`src/rtl/stopwatch_core.sv`:
```
// stopwatch_core -- timing core of the DE10-Lite stopwatch.
//   Conditions the two push keys, runs an IDLE/RUN/PAUSE FSM and counts a
//   BCD MM:SS value (00:00..59:59, wraps) at TICK_HZ derived from CLK_HZ.
//   Optional debounce: define STOPWATCH_DEBOUNCE_EN to require
//   DEBOUNCE_CYCLES of stable synchronised level before a key change is
//   accepted; otherwise the synchroniser output is used directly.
// Ports:
//   CLOCK_50      in   system clock, rising edge
//   reset         in   synchronous, active-high
//   KEY[1:0]      in   raw active-low keys; [0] start/pause, [1] clear
//   running       out  1 while in RUN
//   tick          out  one-cycle pulse, coincident with each digit increment
//   bcd_sec_ones  out  0..9     bcd_sec_tens  out  0..5
//   bcd_min_ones  out  0..9     bcd_min_tens  out  0..5

// Per-key conditioner: 2-flop sync, optional debounce, press (1->0) detect.
// A press is only reported once the key has been seen released after reset,
// so a key held down through reset release never generates a pulse.
module stopwatch_key_cond #(
  parameter int DEBOUNCE_CYCLES = 1_000_000
) (
  input  logic i_clk,
  input  logic i_rst,
  input  logic i_key_n,
  output logic o_press
);
  logic       r_sync1, r_sync2, r_lvl_d, r_armed;
  logic [1:0] r_settle;
  logic       w_lvl;

  // r_settle covers the two cycles in which r_sync2 still holds its reset
  // value rather than a real sample of the key.
  always_ff @(posedge i_clk) begin
    if (i_rst) begin
      r_sync1  <= 1'b1;
      r_sync2  <= 1'b1;
      r_lvl_d  <= 1'b1;
      r_armed  <= 1'b0;
      r_settle <= 2'd0;
    end else begin
      r_sync1 <= i_key_n;
      r_sync2 <= r_sync1;
      r_lvl_d <= w_lvl;
      if (r_settle != 2'd2) r_settle <= r_settle + 2'd1;
      else if (r_sync2)     r_armed  <= 1'b1;
    end
  end

`ifdef STOPWATCH_DEBOUNCE_EN
  localparam int CW = (DEBOUNCE_CYCLES > 1) ? $clog2(DEBOUNCE_CYCLES) : 1;
  localparam logic [CW-1:0] CNT_MAX = CW'(DEBOUNCE_CYCLES - 1);
  logic [CW-1:0] r_cnt;
  logic          r_deb;

  // Count consecutive cycles the synchronised level disagrees with the
  // accepted level; any agreement restarts the count.
  always_ff @(posedge i_clk) begin
    if (i_rst) begin
      r_cnt <= '0;
      r_deb <= 1'b1;
    end else if (r_sync2 != r_deb) begin
      if (r_cnt == CNT_MAX) begin
        r_deb <= r_sync2;
        r_cnt <= '0;
      end else begin
        r_cnt <= r_cnt + 1'b1;
      end
    end else begin
      r_cnt <= '0;
    end
  end
  assign w_lvl = r_deb;
`else
  assign w_lvl = r_sync2;
`endif

  assign o_press = r_armed & r_lvl_d & ~w_lvl;
endmodule

module stopwatch_core #(
  parameter int CLK_HZ          = 50_000_000,
  parameter int TICK_HZ         = 1,
  parameter int DEBOUNCE_CYCLES = 1_000_000
) (
  input  logic       CLOCK_50,
  input  logic       reset,
  input  logic [1:0] KEY,
  output logic       running,
  output logic       tick,
  output logic [3:0] bcd_sec_ones,
  output logic [3:0] bcd_sec_tens,
  output logic [3:0] bcd_min_ones,
  output logic [3:0] bcd_min_tens
);
  localparam int DIV = CLK_HZ / TICK_HZ;
  localparam int PW  = $clog2(DIV);
  localparam logic [PW-1:0] PMAX = PW'(DIV - 1);

  typedef enum logic [1:0] {S_IDLE, S_RUN, S_PAUSE} state_t;

  state_t        r_state;
  logic [PW-1:0] r_presc;
  logic [1:0]    w_press;
  logic          w_start, w_clear;

  for (genvar g = 0; g < 2; g++) begin : g_key
    stopwatch_key_cond #(.DEBOUNCE_CYCLES(DEBOUNCE_CYCLES)) u_key (
      .i_clk   (CLOCK_50),
      .i_rst   (reset),
      .i_key_n (KEY[g]),
      .o_press (w_press[g])
    );
  end

  assign w_start = w_press[0];
  assign w_clear = w_press[1];

  always_ff @(posedge CLOCK_50) begin
    if (reset) begin
      r_state      <= S_IDLE;
      r_presc      <= '0;
      running      <= 1'b0;
      tick         <= 1'b0;
      bcd_sec_ones <= 4'd0;
      bcd_sec_tens <= 4'd0;
      bcd_min_ones <= 4'd0;
      bcd_min_tens <= 4'd0;
    end else begin
      tick <= 1'b0;
      // Clear beats start and beats a count landing on the same edge.
      if (w_clear) begin
        r_state      <= S_IDLE;
        r_presc      <= '0;
        running      <= 1'b0;
        bcd_sec_ones <= 4'd0;
        bcd_sec_tens <= 4'd0;
        bcd_min_ones <= 4'd0;
        bcd_min_tens <= 4'd0;
      end else begin
        case (r_state)
          S_IDLE: begin
            r_presc      <= '0;
            bcd_sec_ones <= 4'd0;
            bcd_sec_tens <= 4'd0;
            bcd_min_ones <= 4'd0;
            bcd_min_tens <= 4'd0;
            if (w_start) begin
              r_state <= S_RUN;
              running <= 1'b1;
            end
          end
          S_RUN: begin
            // The pause edge itself does not count, so the prescaler keeps
            // the fractional second exactly as seen on that edge.
            if (w_start) begin
              r_state <= S_PAUSE;
              running <= 1'b0;
            end else if (r_presc == PMAX) begin
              r_presc <= '0;
              tick    <= 1'b1;
              if (bcd_sec_ones != 4'd9) bcd_sec_ones <= bcd_sec_ones + 4'd1;
              else begin
                bcd_sec_ones <= 4'd0;
                if (bcd_sec_tens != 4'd5) bcd_sec_tens <= bcd_sec_tens + 4'd1;
                else begin
                  bcd_sec_tens <= 4'd0;
                  if (bcd_min_ones != 4'd9) bcd_min_ones <= bcd_min_ones + 4'd1;
                  else begin
                    bcd_min_ones <= 4'd0;
                    if (bcd_min_tens != 4'd5) bcd_min_tens <= bcd_min_tens + 4'd1;
                    else                      bcd_min_tens <= 4'd0;
                  end
                end
              end
            end else begin
              r_presc <= r_presc + 1'b1;
            end
          end
          S_PAUSE: begin
            if (w_start) begin
              r_state <= S_RUN;
              running <= 1'b1;
            end
          end
          default: begin
            r_state <= S_IDLE;
            running <= 1'b0;
          end
        endcase
      end
    end
  end
endmodule
```
`config.mk`:
```
export PLATFORM = sky130hd
export DESIGN_NAME = stopwatch_core
export DESIGN_NICKNAME = d
export VERILOG_FILES = /design/src/rtl/stopwatch_core.sv
export SDC_FILE = /design/constraint.sdc
export NUM_CORES = 1
export LEC_CHECK = 0
export CAP_MARGIN = 30
export CORE_MARGIN = 8
export CORE_UTILIZATION = 50
export CTS_CLUSTER_DIAMETER = 60
export CTS_CLUSTER_SIZE = 24
export DETAILED_ROUTE_END_ITERATION = 8
export GPL_TIMING_DRIVEN = 0
export MAX_ROUTING_LAYER = met4
export PLACE_DENSITY = 0.69
export SLEW_MARGIN = 20
export SYNTH_ARGS = -nofsm -noshare
export SYNTH_HDL_FRONTEND = slang
export SYNTH_SLANG_ARGS = --single-unit
```
`constraint.sdc`:
```
create_clock -name CLOCK_50 -period 6.61 [get_ports CLOCK_50]
set_input_delay 1.322 -clock CLOCK_50 [delete_from_list [all_inputs] [get_ports CLOCK_50]]
set_output_delay 1.322 -clock CLOCK_50 [all_outputs]
set_load 0.005 [all_outputs]
```
==> results of run 1 <==
[flip-flops by register name, indices dropped and copies added (netlist names), 4 cells and up]
signal and cells:
r_presc 26, bcd_min_ones 4, bcd_min_tens 4, bcd_sec_ones 4
bcd_sec_tens 4, g_key.u_key.r_settle 4
[cell usage in the layout, fill, tap and decap left out, types with 11 or more instances in the layout]
| cell type | n |
|---|---|
| dfxtp_1 | 57 |
| nor2_1 | 38 |
| nand2_1 | 28 |
| clkdlybuf4s50_1 | 21 |
| nand3_1 | 17 |
| a21oi_1 | 14 |
| nand4_1 | 13 |
| o21ai_0 | 13 |
| xnor2_1 | 13 |
| clkbuf_1 | 11 |
| ha_1 | 11 |
[path summary, 6_finish.rpt]
path | startpoint | endpoint | slack, ns | cells after the start
setup / recovery | reset | r_presc[22]$_SDFFE_PP0P_ | 3.42 | 6
hold / removal | g_key[1].u_key.r_sync1$_SDFF_PP1_ | g_key[1].u_key.r_sync2$_SDFF_PP1_ | 0.41 | 1
hold reg to reg | g_key[1].u_key.r_sync1$_SDFF_PP1_ | g_key[1].u_key.r_sync2$_SDFF_PP1_ | 0.41 | 1
setup reg to reg | r_presc[8]$_SDFFE_PP0P_ | r_presc[3]$_SDFFE_PP0P_ | 3.83 | 7
[cell families (layout without fill, tap and decap cells)]
kind of cell             count (synthesis)  after routing  synth area share (%)
buffers and inverters                   23             60                  3.49
XOR/XNOR                                20             20                  6.19
adder cells (fa/ha/maj)                 11             11                  4.86
multiplexers                             2              2                 0.751
flip-flops                              57             57                  40.3
AO/OA/AOI/OAI                           56             56                  12.6
AND/OR/NAND/NOR                        165            165                  31.8
[layer usage]
layer | global-route usage, % | part of all wire [%] | vias up
li1 | - | - | 1284
met1 | 21.0 | 48 | 1193
met2 | 23.8 | 45 | 60
met3 | 5.35 | 5.9 | 8
met4 | 6.68 | 1.2 | 0
met5 | - | 0 | -
[metrics by stage]
| step | area [µm²] | setup WS (ns) | cells |
|---|---|---|---|
| floorplan | 2830 | 3.88 | 334 |
| global placement | 3130 | 3.11 | 427 |
| detailed placement | 3130 | 3.12 | 427 |
| CTS | 3330 | 3.46 | 443 |
| global route | 3330 | 3.25 | 443 |
| finish | 3330 | 3.42 | 443 |
[power groups by stage]
stage,Combinational (mW),Sequential (mW),Clock [mW]
4_1_cts,0.0683,0.371,0.332
3_3_place_gp,0.0639,0.378,0
3_5_place_dp,0.0677,0.378,0
2_1_floorplan,0.0531,0.376,0
6_report,0.0673,0.370,0.327
5_1_grt,0.0753,0.372,0.351
[cell type report]
cell class / count / area, µm² / area share [%]
multi-input cells: 254 / 1590 / 47.8
inverters: 10 / 37.5 / 1.13
clock inverters: 5 / 55.1 / 1.65
repair buffers: 21 / 210 / 6.32
plain buffers: 13 / 61.3 / 1.84
well taps: 72 / 90.1 / 2.71
flip-flops and latches: 57 / 1140 / 34.3
clock buffers: 11 / 141 / 4.25
[worst max-delay path, stage by stage]
cell             delay [ns]
clkdlybuf4s50_1        0.48
nor3b_1                0.28
nand2_1                0.18
nor2_1                 0.48
or4b_2                 0.63
nand3_1                0.10
==> results.json, run 1 <==
{
  "status": "completed",
  "core_mm2": 0.00547,
  "area_growth_pct": 17.5,
  "yosysMostFrequentCell": "dfxtp_1",
  "syn_inst": 334,
  "fmax_mhz": 313,
  "grt_pass1_wl_mm": 11.1,
  "setup_viol": 0,
  "fin_skew_ns": 0.00886,
  "yosysWarnings": 0,
  "netlist_top_cells_count": "dfxtp_1, nor2_1, nand2_1",
  "cts_hold_buf": 0,
  "tightest_slew_ns": 0.800,
  "drcViolationCount": 0,
  "start_kind": "primary input",
  "die_w_um": 91.3,
  "slew_viol_final": 0,
  "htreeDepth": 3,
  "cts_resized": 0,
  "seqPwrFrac_pct": 48.4,
  "synth_top_area_share_pct": 40.3,
  "n_antenna_cell": 0,
  "die_y_um": 91.3,
  "p_leak_nw": 1.08,
  "start_util_pct": 51.7,
  "cts_buffers": 9,
  "synth_async_sr_flop_share_pct": 0,
  "critPathMaxFanout": 10,
  "critPathKind": "in -> reg",
  "crit_path_end_kind": "flop",
  "slew_headroom_pct": 46.2,
  "post_drt_wl_per_cell_um": 14.5,
  "clock-sinks": 57,
  "whs_ns": 0.414,
  "grt_pass1_vias": 2335,
  "clk_latency_ns": 0.34,
  "cts_root_buf": "clkbuf_8",
  "combPwrFrac_pct": 8.8,
  "syn-cell-area_mm2": 0.00283,
  "gp_congestion": 0.844,
  "totalPowerFinal_mw": 0.764,
  "min_period_over_period_pct": 48.3,
  "peakVddDrop_uv": 164,
  "fin_util_pct": 60.8,
  "grt_antenna_before_repair": 0,
  "synth_seq_cells": 57,
  "pin_count": 22,
  "place.port_buffers": 21,
  "setup_tns_ns": 0,
  "rsz0062_at_grt": "false",
  "finalNetCount": 381,
  "hold_path.class": "reg -> reg",
  "grt_usage_pct": 16.6,
  "viasPerCell": 5.74,
  "required_ns": 6.89,
  "drt_iter0_drc": 178,
  "postCtsSetupBuffers": 0,
  "worstPathArrival_ns": 3.47,
  "hold_viol": 0,
  "avgSynthCellArea_um2": 8.48,
  "synth_top_area_cell": "dfxtp_1",
  "cts_buffer_depth": 2,
  "pwr-share-clk_pct": 42.8,
  "syn_nets": 349,
  "drive_gt1_share_pct": 9.43,
  "p_sw_share_pct": 25.0,
  "grt_max_degree": 11,
  "ys_types": 51,
  "synth_area_leaders": "dfxtp_1, nor2_1, ha_1",
  "overflow": 0,
  "p_per_area_mw_per_mm2": 230,
  "synth_ff_type": "dfxtp_1",
  "die_area_mm2": 0.00833,
  "p_switching_mw": 0.191,
  "maxCapViolCount": 0,
  "fillers": 486,
  "ant_nets": 0,
  "p_int_mw": 0.573,
  "dr.pass1.iters": 4,
  "wirelength_mm": 6.42,
  "rows": 27,
  "num_vias": 2545,
  "period_minus_slack_ns": 3.19,
  "path_clk_slew_ns": 0.07,
  "dp_hpwl_mm": 4.52,
  "ys_seq_area_share_pct": 40.3,
  "cts_tree": "built",
  "synth_edf_count": 0
}
(Power assumes the default switching activity.)
==> run 2: changes to the inputs <==
Settings changed: PLACE_DENSITY 0.69 to 0.72.
Clock period 6.61 ns to 2.6 ns, I/O delays scaled along.
==> results.json, run 2 (same netlist as run 1, synthesis figures left out) <==
{
  "status": "completed",
  "min_period_over_period_pct": 97.9,
  "r2r_end": "bcd_sec_tens[1]$_SDFFE_PP0P_",
  "core_mm2": 0.00547,
  "peakVddDrop_uv": 338,
  "die_w_um": 91.3,
  "htreeDepth": 3,
  "hold_path.class": "reg -> reg",
  "cts_buffers": 9,
  "clk_latency_ns": 0.34,
  "whs_ns": 0.411,
  "crit_path_end_kind": "flop",
  "largest_reg_flops": 26,
  "ant_nets": 0,
  "die_y_um": 91.3,
  "drcViolationCount": 0,
  "fillers": 501,
  "area_growth_pct": 22.2,
  "required_ns": 2.88,
  "fin_util_pct": 63.2,
  "rows": 27,
  "worstPathArrival_ns": 2.82,
  "drive_gt1_share_pct": 15.6,
  "grt_usage_pct": 17.4,
  "grt_max_degree": 11,
  "grt_antenna_before_repair": 0,
  "slew_viol_final": 0,
  "fin_skew_ns": 0.00480,
  "grt_pass1_wl_mm": 11.6,
  "top_register": "r_presc",
  "multi_input_area_mm2": 0.00164,
  "path_clk_slew_ns": 0.06,
  "reg2reg_depth": 6,
  "cts_root_buf": "clkbuf_8",
  "critPathKind": "reg -> reg",
  "die_area_mm2": 0.00833,
  "setup_tns_ns": 0,
  "dr.pass1.iters": 4,
  "period_minus_slack_ns": 2.55,
  "layout_commonest_cell": "dfxtp_1",
  "min_path_cells": 1,
  "n_antenna_cell": 0,
  "p_per_area_mw_per_mm2": 572,
  "gp_congestion": 0.852,
  "cts_tree": "built",
  "cts_buffer_depth": 2,
  "rr_startpoint": "r_presc[8]$_SDFFE_PP0P_",
  "p_leak_nw": 1.15,
  "drt_iter0_drc": 177,
  "tightest_slew_ns": 0.634,
  "reg2reg_slack_ns": 0.05,
  "num_vias": 2600,
  "cts_hold_buf": 0,
  "setup_viol": 0,
  "mostFrequentLayoutCells": "dfxtp_1, nor2_1, nand2_1, clkdlybuf4s50_1, nand3_1",
  "grt_pass1_vias": 2395,
  "maxCapViolCount": 0,
  "hold_start": "g_key[0].u_key.r_sync1$_SDFF_PP1_",
  "viasPerCell": 5.79,
  "hold_end": "g_key[0].u_key.r_sync2$_SDFF_PP1_",
  "overflow": 0,
  "post_drt_wl_per_cell_um": 15.4,
  "finalNetCount": 387,
  "slew_headroom_pct": 57.4,
  "wirelength_mm": 6.90,
  "dp_hpwl_mm": 4.70,
  "ff_latch_area_mm2": 0.00115,
  "totalPowerFinal_mw": 1.98,
  "hold_viol": 0,
  "fmax_mhz": 393,
  "pin_count": 22,
  "place.port_buffers": 21,
  "critPathMaxFanout": 6,
  "clock-sinks": 57,
  "start_util_pct": 51.7,
  "start_kind": "flop"
}
run 2: changes by cell type in the layout (fill, tap and decap cells not counted), moves of 3 or more:
cell and change:
or4_4 +4, buf_4 +6, or4_1 -4, a21oi_1 -3, dfxtp_4 +3, a21oi_2 +3
dfxtp_1 -5
run 2: report_power, final:
part	leakage, nW	internal [mW]	switching [mW]
registers	0.465	0.916	0.0257
clock network	0.107	0.520	0.339
logic	0.580	0.0772	0.100
total	1.15	1.51	0.465
run 2: repair_timing:
action / CTS / global route
setup endpoints to repair: 23 / 29
setup buffers: 0 / 6
pin swaps: 1 / 7
gates resized for setup: 8 / 25
run 2: layout make-up:
class / instances / share of cell area [%]
inverters: 10 / 1.08
flip-flops and latches: 57 / 33.4
plain buffers: 13 / 2.13
clock inverters: 2 / 1.01
multi-input cells: 254 / 47.4
clock buffers: 14 / 4.99
repair buffers: 27 / 7.38
well taps: 72 / 2.60
run 2: per-stage QoR:
stage          cell area [µm²]  setup slack, ns  instances
6_report                  3460           0.0536        449
3_3_place_gp              3130          -0.0968        427
2_1_floorplan             2830            0.136        334
5_1_grt                   3460          -0.0219        449
3_5_place_dp              3130           -0.116        427
4_1_cts                   3360           0.0154        443
run 2: worst max-delay path, stage by stage, from the launching register on:
cell	delay (ns)
dfxtp_4	0.35
or4b_4	0.54
or4_4	0.52
buf_6	0.15
o31a_2	0.37
or4_4	0.43
a21oi_2	0.13
run 2: layer usage:
layer	part of all wire (%)	track usage [%]	vias to the layer above	wire length (µm)
met5	0	-	-	0
met4	2.2	8.59	0	150
met3	6.1	5.02	18	423
met2	46	26.5	67	3190
met1	45	20.4	1217	3130
li1	-	-	1298	-
run 2: worst max path at each step:
stage | startpoint | slack (ns) | to
after global placement | r_presc[8]$_SDFFE_PP0P_ | -0.1 | r_presc[18]$_SDFFE_PP0P_
after CTS | r_presc[8]$_SDFFE_PP0P_ | 0.02 | bcd_min_tens[1]$_SDFFE_PP0P_
final | r_presc[8]$_SDFFE_PP0P_ | 0.05 | bcd_sec_tens[1]$_SDFFE_PP0P_
after detailed placement | r_presc[11]$_SDFFE_PP0P_ | -0.12 | r_presc[0]$_SDFFE_PP0P_
after floorplan | r_presc[8]$_SDFFE_PP0P_ | 0.14 | bcd_min_ones[1]$_SDFFE_PP0P_
after global routing | r_presc[8]$_SDFFE_PP0P_ | -0.02 | bcd_sec_tens[1]$_SDFFE_PP0P_
==> run 3: changes to the inputs <==
Settings changed: GPL_TIMING_DRIVEN 0 to default.
==> results.json, run 3 (same netlist as run 1, synthesis figures left out) <==
{
  "status": "completed",
  "worstPathArrival_ns": 2.82,
  "peakVddDrop_uv": 360,
  "path_clk_slew_ns": 0.06,
  "mostFrequentLayoutCells": "dfxtp_1, nor2_1, nand2_1, buf_4, clkdlybuf4s50_1",
  "setup_viol": 0,
  "maxCapViolCount": 0,
  "clock-sinks": 57,
  "p_leak_nw": 1.19,
  "drive_gt1_share_pct": 14.1,
  "critPathMaxFanout": 7,
  "hold_start": "g_key[0].u_key.r_sync1$_SDFF_PP1_",
  "grt_usage_pct": 17.4,
  "hold_viol": 0,
  "clk_latency_ns": 0.33,
  "fmax_mhz": 394,
  "crit_path_end_kind": "flop",
  "postCtsSetupBuffers": 0,
  "fillers": 472,
  "rows": 27,
  "p_per_area_mw_per_mm2": 575,
  "multi_input_area_mm2": 0.00160,
  "required_ns": 2.88,
  "pin_count": 22,
  "drt_iter0_drc": 148,
  "grt_pass1_wl_mm": 11.6,
  "grt_pass1_vias": 2506,
  "period_minus_slack_ns": 2.54,
  "slew_viol_final": 0,
  "tightest_slew_ns": 0.566,
  "area_growth_pct": 22.6,
  "cts_root_buf": "clkbuf_8",
  "start_util_pct": 51.7,
  "pre_cts_ws_ns": 0.0137,
  "ant_nets": 0,
  "slew_headroom_pct": 61.9,
  "min_period_over_period_pct": 97.7,
  "wirelength_mm": 6.65,
  "critPathKind": "reg -> reg",
  "die_area_mm2": 0.00833,
  "overflow": 0,
  "cts_tree": "built",
  "worst_slack_ns": 0.0611,
  "viasPerCell": 5.74,
  "hold_path.class": "reg -> reg",
  "post_drt_wl_per_cell_um": 14.7,
  "place.port_buffers": 21,
  "dp_hpwl_mm": 4.70,
  "ff_latch_area_mm2": 0.00114,
  "die_w_um": 91.3,
  "n_antenna_cell": 0,
  "num_vias": 2608,
  "finalNetCount": 392,
  "cts_buffer_depth": 2,
  "die_y_um": 91.3,
  "gp_congestion": 0.859,
  "largest_reg_flops": 26,
  "start_kind": "flop",
  "htreeDepth": 3,
  "cts_hold_buf": 0,
  "rsz0062_at_grt": "false",
  "cts_buffers": 9,
  "grt_antenna_before_repair": 0,
  "setup_tns_ns": 0,
  "dr.pass1.iters": 4,
  "cp-startpoint": "r_presc[8]$_SDFFE_PP0P_",
  "layout_commonest_cell": "dfxtp_1",
  "core_mm2": 0.00547,
  "drcViolationCount": 0,
  "fin_skew_ns": 0.0100,
  "rr_startpoint": "r_presc[8]$_SDFFE_PP0P_",
  "top_register": "r_presc",
  "grt_max_degree": 21
}
## run 3: changes by cell type in the layout (fill, tap and decap cells not counted), sizes merged
cell	previous run	this run
clkbuf	24	13
bufinv	1	2
buf	9	24
## run 3: final cells by class
type	instances	area share (%)
tap	72	2.60
clock buffer	13	4.00
inverter	10	1.08
multi-input combinational	254	46.0
clock inverter	3	1.87
timing repair buffer	45	11.6
sequential	57	32.9
## run 3: critical path, cell delays in order, from the launching register on
cell and delay [ns]:
dfxtp_1 0.31, or4b_1 0.56, or4_4 0.60, o21a_1 0.27
or4b_2 0.66, nand2_1 0.09
## run 3: path summary, 6_finish.rpt
kind                                                           to  slack [ns]  cells after the start
worst min-delay path            g_key[0].u_key.r_sync2$_SDFF_PP1_        0.41                      1
worst max-delay path                 bcd_min_tens[1]$_SDFFE_PP0P_        0.06                      5
worst max register to register       bcd_min_tens[1]$_SDFFE_PP0P_        0.06                      5
worst min register to register  g_key[0].u_key.r_sync2$_SDFF_PP1_        0.41                      1
## run 3: timing repair
item / in CTS / in global routing
gates resized for setup: 1 / 2
gates cloned: 0 / 0
setup endpoints to repair: 1 / 3
pin swaps: 0 / 1
## run 3: through the flow
step	instance area (µm²)	std cells	hold slack, ns	utilization [%]	power (mW)
5_1_grt	3470	454	0.424	63.4	2.09
3_5_place_dp	3260	438	0.397	59.6	1.13
3_3_place_gp	3260	438	0.395	59.6	1.12
6_report	3470	454	0.409	63.4	1.99
4_1_cts	3470	454	0.411	63.4	2.01
2_1_floorplan	2830	334	0.389	-	1.09
## run 3: report_power, final
part           leakage, nW  internal [mW]  switching (mW)
registers            0.461          0.919          0.0271
clock network        0.102          0.540           0.341
logic                0.630         0.0770          0.0905
total                 1.19           1.54           0.459
## run 3: per-layer routing
| layer | global-route usage, % | wire (µm) | vias to the layer above |
|---|---|---|---|
| met5 | - | 0 | - |
| met1 | 20.5 | 3030 | 1213 |
| met3 | 5.02 | 466 | 10 |
| met4 | 8.05 | 107 | 0 |
| li1 | - | - | 1303 |
| met2 | 26.8 | 3050 | 82 |
